### src/rtl/trig_updown_counter_pkg.sv
// trig_updown_counter_pkg: trigger bit indices, mode and run-state encodings shared by the counter block
package trig_updown_counter_pkg;
    localparam int TRIG_CLEAR  = 0;
    localparam int TRIG_UP     = 1;
    localparam int TRIG_DOWN   = 2;
    localparam int TRIG_LOAD   = 3;
    localparam int TRIG_SNAP   = 4;
    localparam int TRIG_PAUSE  = 5;
    localparam int TRIG_RESUME = 6;
    localparam logic [1:0] MODE_WRAP    = 2'b00;
    localparam logic [1:0] MODE_SAT     = 2'b01;
    localparam logic [1:0] MODE_ONESHOT = 2'b10;
    localparam logic [1:0] ST_RUN    = 2'b00;
    localparam logic [1:0] ST_PAUSED = 2'b01;
    localparam logic [1:0] ST_HALTED = 2'b10;
endpackage

### src/rtl/trig_counter_next.sv
// trig_counter_next: combinational next-count and terminal detection for one up or down step
module trig_counter_next
    import trig_updown_counter_pkg::*;
#(
    parameter int WIDTH  = 32,
    parameter int STEP_W = 16
) (
    input  logic [WIDTH-1:0]  count,
    input  logic [STEP_W-1:0] step,
    input  logic [WIDTH-1:0]  limit,
    input  logic [1:0]        mode,
    input  logic              up,
    output logic [WIDTH-1:0]  next_count,
    output logic              term,
    output logic              halt
);
    logic [WIDTH:0] stp;
    logic [WIDTH:0] sum;
    logic           clamp;
    assign stp   = (step == '0) ? (WIDTH+1)'(1) : (WIDTH+1)'(step);
    assign sum   = {1'b0, count} + stp;
    assign clamp = (mode == MODE_SAT) || (mode == MODE_ONESHOT);
    assign term  = up ? (sum > {1'b0, limit}) : (stp > {1'b0, count});
    assign halt  = term && (mode == MODE_ONESHOT);
    // wrap sends an overflow to the opposite bound; saturate and one-shot clamp to the bound crossed
    always_comb begin
        next_count = up ? (term ? (clamp ? limit : '0) : sum[WIDTH-1:0])
                        : (term ? (clamp ? '0 : limit) : count - stp[WIDTH-1:0]);
    end
endmodule

### src/rtl/trig_updown_counter.sv
// trig_updown_counter: trigger-driven up/down counter with snapshot halves and terminal pulse.
// Define TRIG_UPDOWN_COUNTER_EVENT_CNT_EN to enable the saturating terminal event tally.
module trig_updown_counter
    import trig_updown_counter_pkg::*;
#(
    parameter int WIDTH  = 32,
    parameter int STEP_W = 16
) (
    input  logic              sys_clk,
    input  logic              reset,
    input  logic [7:0]        trig,
    input  logic [WIDTH-1:0]  load_value,
    input  logic [STEP_W-1:0] step,
    input  logic [WIDTH-1:0]  limit,
    input  logic [1:0]        mode,
    output logic [WIDTH-1:0]  count,
    output logic [15:0]       snap_lo,
    output logic [15:0]       snap_hi,
    output logic              term_pulse,
    output logic [1:0]        run_state,
    output logic [15:0]       term_count
);
    logic [31:0]      snapshot;
    logic [WIDTH-1:0] nxt;
    logic             term;
    logic             halt;
    logic             move;
    logic             event_hit;
    logic             unused_trig;
    assign unused_trig = trig[7];
    assign move      = (trig[TRIG_UP] ^ trig[TRIG_DOWN]) && (run_state == ST_RUN);
    assign event_hit = move && term && !trig[TRIG_CLEAR] && !trig[TRIG_LOAD];
    trig_counter_next #(.WIDTH(WIDTH), .STEP_W(STEP_W)) u_next (
        .count(count), .step(step), .limit(limit), .mode(mode), .up(trig[TRIG_UP]),
        .next_count(nxt), .term(term), .halt(halt)
    );
    always_ff @(posedge sys_clk) begin
        if (reset) begin
            count      <= '0;
            snapshot   <= '0;
            term_pulse <= 1'b0;
            run_state  <= ST_RUN;
        end else begin
            term_pulse <= event_hit;
            if (trig[TRIG_SNAP]) snapshot <= 32'(count);
            if (trig[TRIG_CLEAR]) begin
                count     <= '0;
                run_state <= ST_RUN;
            end else if (trig[TRIG_LOAD]) begin
                count     <= (load_value > limit) ? limit : load_value;
                run_state <= ST_RUN;
            end else begin
                if (move) count <= nxt;
                if (move && halt) run_state <= ST_HALTED;
                else if (trig[TRIG_PAUSE] && !trig[TRIG_RESUME] && run_state == ST_RUN) run_state <= ST_PAUSED;
                else if (trig[TRIG_RESUME] && !trig[TRIG_PAUSE] && run_state == ST_PAUSED) run_state <= ST_RUN;
            end
        end
    end
    assign snap_lo = snapshot[15:0];
    assign snap_hi = snapshot[31:16];
`ifdef TRIG_UPDOWN_COUNTER_EVENT_CNT_EN
    always_ff @(posedge sys_clk) begin
        if (reset || trig[TRIG_CLEAR]) term_count <= '0;
        else if (event_hit && term_count != 16'hFFFF) term_count <= term_count + 16'd1;
    end
`else
    assign term_count = 16'h0000;
`endif
endmodule

### config.mk
export PLATFORM = sky130hd
export DESIGN_NAME = trig_updown_counter
export DESIGN_NICKNAME = d
export VERILOG_FILES = /design/src/rtl/trig_updown_counter_pkg.sv /design/src/rtl/trig_counter_next.sv /design/src/rtl/trig_updown_counter.sv
export SDC_FILE = /design/constraint.sdc
export NUM_CORES = 1
export LEC_CHECK = 0
export CAP_MARGIN = 20
export CORE_MARGIN = 2
export CORE_UTILIZATION = 53
export DETAILED_ROUTE_END_ITERATION = 16
export PLACE_DENSITY = 0.84
export SYNTH_ARGS = -nofsm -noshare
export SYNTH_HDL_FRONTEND = slang
export SYNTH_SLANG_ARGS = --single-unit
### constraint.sdc
create_clock -name sys_clk -period 7.79 [get_ports sys_clk]
set_clock_uncertainty 0.15 [all_clocks]
set_input_delay 0.779 -clock sys_clk [delete_from_list [all_inputs] [get_ports sys_clk]]
set_output_delay 0.779 -clock sys_clk [all_outputs]
set_load 0.02 [all_outputs]
==> results by group <==
Outcome
  • Outcome: finished clean

Floorplan
  • Core Region: 0.0153 sq mm
  • Die height: 129 microns
  • Die ar.: 0.0167 sq mm
  • Die span in x: 129 microns
  • Row cnt: 45
  • # IOs: 175
  • Initial Util: 54.5%

Timing
  • Final count of pins violating max slew: 0
  • RSZ-0062 raised after global routing: false
  • Period utilization: 92.9%
  • Hold Fails Final Rpt: 0
  • # setup viols final: 0
  • Worst slew pin tran: 998 ps
  • TNS Setup: 0 ps
  • Fin crit period: 7240 ps
  • Rel. slew slack: 33.3%
  • Fmax achieved: 138 MHz

Critical path
  • CP Capture Type: flip-flop
  • CP startpoint: step[12]
  • R2r startpoint: count[0]$_SDFFE_PP0P_
  • Critical Path AT: 7320 ps
  • Kind of critical path: in2reg
  • Crit start category: input pin
  • Critical Path Fanout Max: 7
  • Data required time of the worst path: 7880 ps

Clocking
  • Max H-tree Level: 3
  • Gates resized, CTS repair: 0
  • Root Driver: clkbuf_16
  • Max clock buf depth: 2
  • CTS Buf Count: 9
  • Post-CTS setup repair buffer count: 0
  • Post-CTS Hold Buffers: 0
  • CTS clk-pin slew, worst paths: 70 ps
  • Clock Latency Late Sink: 360 ps
  • # clock sinks: 67
  • CTS tree: done

Synthesis
  • Synth Area in Adders: 18.5%
  • Simple-gate portion of the synthesized area: 19.6%
  • Post-synth EDFFs: 0
  • Compound-Gate Fraction of Synth Area: 25.4%
  • Seq/Total Area, Yosys: 16.1%
  • Syn Inst Count: 1,116
  • Mux cell area share after synthesis: 5.09%
  • Synth Area in XOR/XNOR: 5.79%
  • Synth top area share: 18.1%
  • Top_reg_cell synth: dfxtp_1
  • Cell Area, Synth: 0.00832 sq mm
  • Largest family of logic cells by synthesized area: compound AO/OA/AOI/OAI gates
  • Yosys reg bits: 67
  • Ys async rst share: 0%
  • Top post-synthesis cells by area: ha_1, dfxtp_1, a21oi_1, mux2i_1, nor2_1
  • Mean Syn Cell Area: 7.45 sq um
  • Distinct cell type count after synthesis: 80
  • Area leader, netlist: ha_1
  • Synth warn: 0

Finish
  • Fill count: 1,352
  • Diodes inserted: 0
  • Share of layout cells above drive strength 1: 5.93%
  • Layout Nets: 1,456
  • Syn-to-layout area delta: 24.4%

Power and ir drop
  • Pint: 0.000896 W
  • PD cells: 148 mW/mm^2
  • Pleak: 4.47 nW
  • Sequential power share: 26.2%
  • Switching Power: 0.000631 W
  • Gate power share: 44.6%
  • Switching Share: 41.3%
  • Share of power burned in the clock network: 29.1%
  • Total power: 0.00153 W
  • VDD IR max: 0.000112 V

Drt
  • Drc violations: 0
  • Initial DRC count: 1,239
  • Pre-antenna DRT Iters: 8
  • Routed wire per std cell: 21.3 microns
  • Via count: 9,213
  • Drt via density: 6.32
  • ANT nets after route: 0
  • Drt total wl: 31,100 microns

Global route
  • Largest net degree at the start of global routing: 35
  • Number of global-route vias before repair: 8,555
  • GR Overflow Total: 0
  • Initial antenna violation count: 0
  • GRT Total Usage: 36.5%
  • Global-route wire length before repair: 46,800 microns

Placed design
  • PortBufs: 157
  • DP Wirelength: 23,500 microns
  • Gp weighted congestion: 1.03

Hold path
  • Min-delay src: snapshot[6]$_SDFFE_PP0P_
  • Min-Delay Path Class: reg2reg

Job
  • Max-Cap Viols: 0
## sequential cells by signal (all words and copies together) (netlist names)
register	cells
count	32
snapshot	32
run_state	2
term_pulse	1
## cells by family (layout without fill, tap and decap cells)
group	count (synthesis)	count (layout)
adders and majority gates	122	122
DFF	67	67
buffers and inverters	185	301
muxes	42	42
AOI/OAI and AO/OA	326	326
xor gates and xnor gates	55	55
other	1	16
and+or+nand+nor	318	318
## routing by layer
metal	GRT usage, %	up-vias	part of all wire [%]
met3	7.84	113	12
li1	-	4257	-
met4	16.2	0	4.1
met2	56.8	633	43
met1	48.6	4210	41
met5	0	-	0
## cell usage in the layout, fill, tap and decap left out, types with 22 or more instances in the layout
cell type        Yosys  layout
buf_4               16      33
nor2_1              97      97
nor3_1              24      24
inv_1               95      95
a21oi_1             97      97
ha_1               120     120
xor2_1              22      22
mux2i_1             40      40
nand2_1             62      62
dfxtp_1             67      67
xnor2_1             33      33
o21ai_0             63      63
clkdlybuf4s50_1      0     156
## critical path, cell delays in order
cell and delay (ps):
clkdlybuf4s50_1 490, nor3_1 300, buf_4 180, a41o_1 280, ha_1 210, inv_1 60, fa_1 420, nor3_1 300
o31ai_1 190, a311o_1 420, nor4b_2 420, or2_1 310, nor3b_1 300, xor2_1 170, ha_1 350, nand4_1 190
nor4_1 350, nor4b_1 100, a31oi_1 200, o21ai_1 90, buf_4 150, nand3_2 100, nor2_2 50, buf_4 220
buf_4 150, a2111oi_0 430, a21oi_1 120
## metrics by stage
stage / hold slack [ps] / setup slack [ps] / cells / utilization [%] / instance area, sq um
after CTS: 349 / 790 / 1458 / 67.8 / 10300
after global placement: 324 / 550 / 1442 / 65.8 / 10000
final: 342 / 554 / 1458 / 67.8 / 10300
after detailed placement: 333 / 466 / 1442 / 65.8 / 10000
after floorplan: 433 / 1830 / 1131 / - / 8370
after global routing: 366 / 221 / 1458 / 67.8 / 10300
## cells in the mapped netlist, drive strengths merged (7+ instances only)
| master | count |
|---|---|
| a211oi | 18 |
| a21o | 11 |
| a21oi | 98 |
| a221oi | 20 |
| a31oi | 19 |
| and3 | 7 |
| buf | 27 |
| clkbuf | 63 |
| dfxtp | 67 |
| ha | 120 |
| inv | 95 |
| mux2i | 40 |
| nand2 | 63 |
| nand2b | 8 |
| nand3 | 22 |
| nand4 | 21 |
| nor2 | 98 |
| nor2b | 12 |
| nor3 | 25 |
| nor4 | 13 |
| o211ai | 15 |
| o21a | 11 |
| o21ai | 69 |
| o21bai | 7 |
| o221ai | 7 |
| o31ai | 7 |
| or2 | 7 |
| or3 | 8 |
| or4 | 7 |
| xnor2 | 33 |
| xor2 | 22 |
## area by class of cell
class | instances | area (sq um) | area share, %
clock buffers | 9 | 225 | 2.18
clock inverters | 7 | 81.3 | 0.786
inverters | 95 | 357 | 3.45
multi-input cells | 879 | 6260 | 60.5
flip-flops and latches | 67 | 1340 | 13.0
well taps | 211 | 264 | 2.55
repair buffers | 190 | 1810 | 17.5
## worst paths after layout
path                              endpoint  slack [ps]  depth (start not counted)
hold reg to reg   snapshot[6]$_SDFFE_PP0P_         340                          2
hold / removal    snapshot[6]$_SDFFE_PP0P_         340                          2
setup reg to reg    count[23]$_SDFFE_PP0P_        1560                         23
setup / recovery    count[23]$_SDFFE_PP0P_         550                         27
## power groups by stage
| stage | combinational, W | sequential, W | clock (W) |
|---|---|---|---|
| after floorplan | 0.000421 | 0.000405 | 0 |
| after global placement | 0.000647 | 0.000405 | 0 |
| after detailed placement | 0.000656 | 0.000406 | 0 |
| after CTS | 0.000662 | 0.000398 | 0.000446 |
| after global routing | 0.000733 | 0.000402 | 0.000455 |
| final | 0.000681 | 0.000401 | 0.000444 |
No activity file was read; power rests on OpenSTA's default activity.
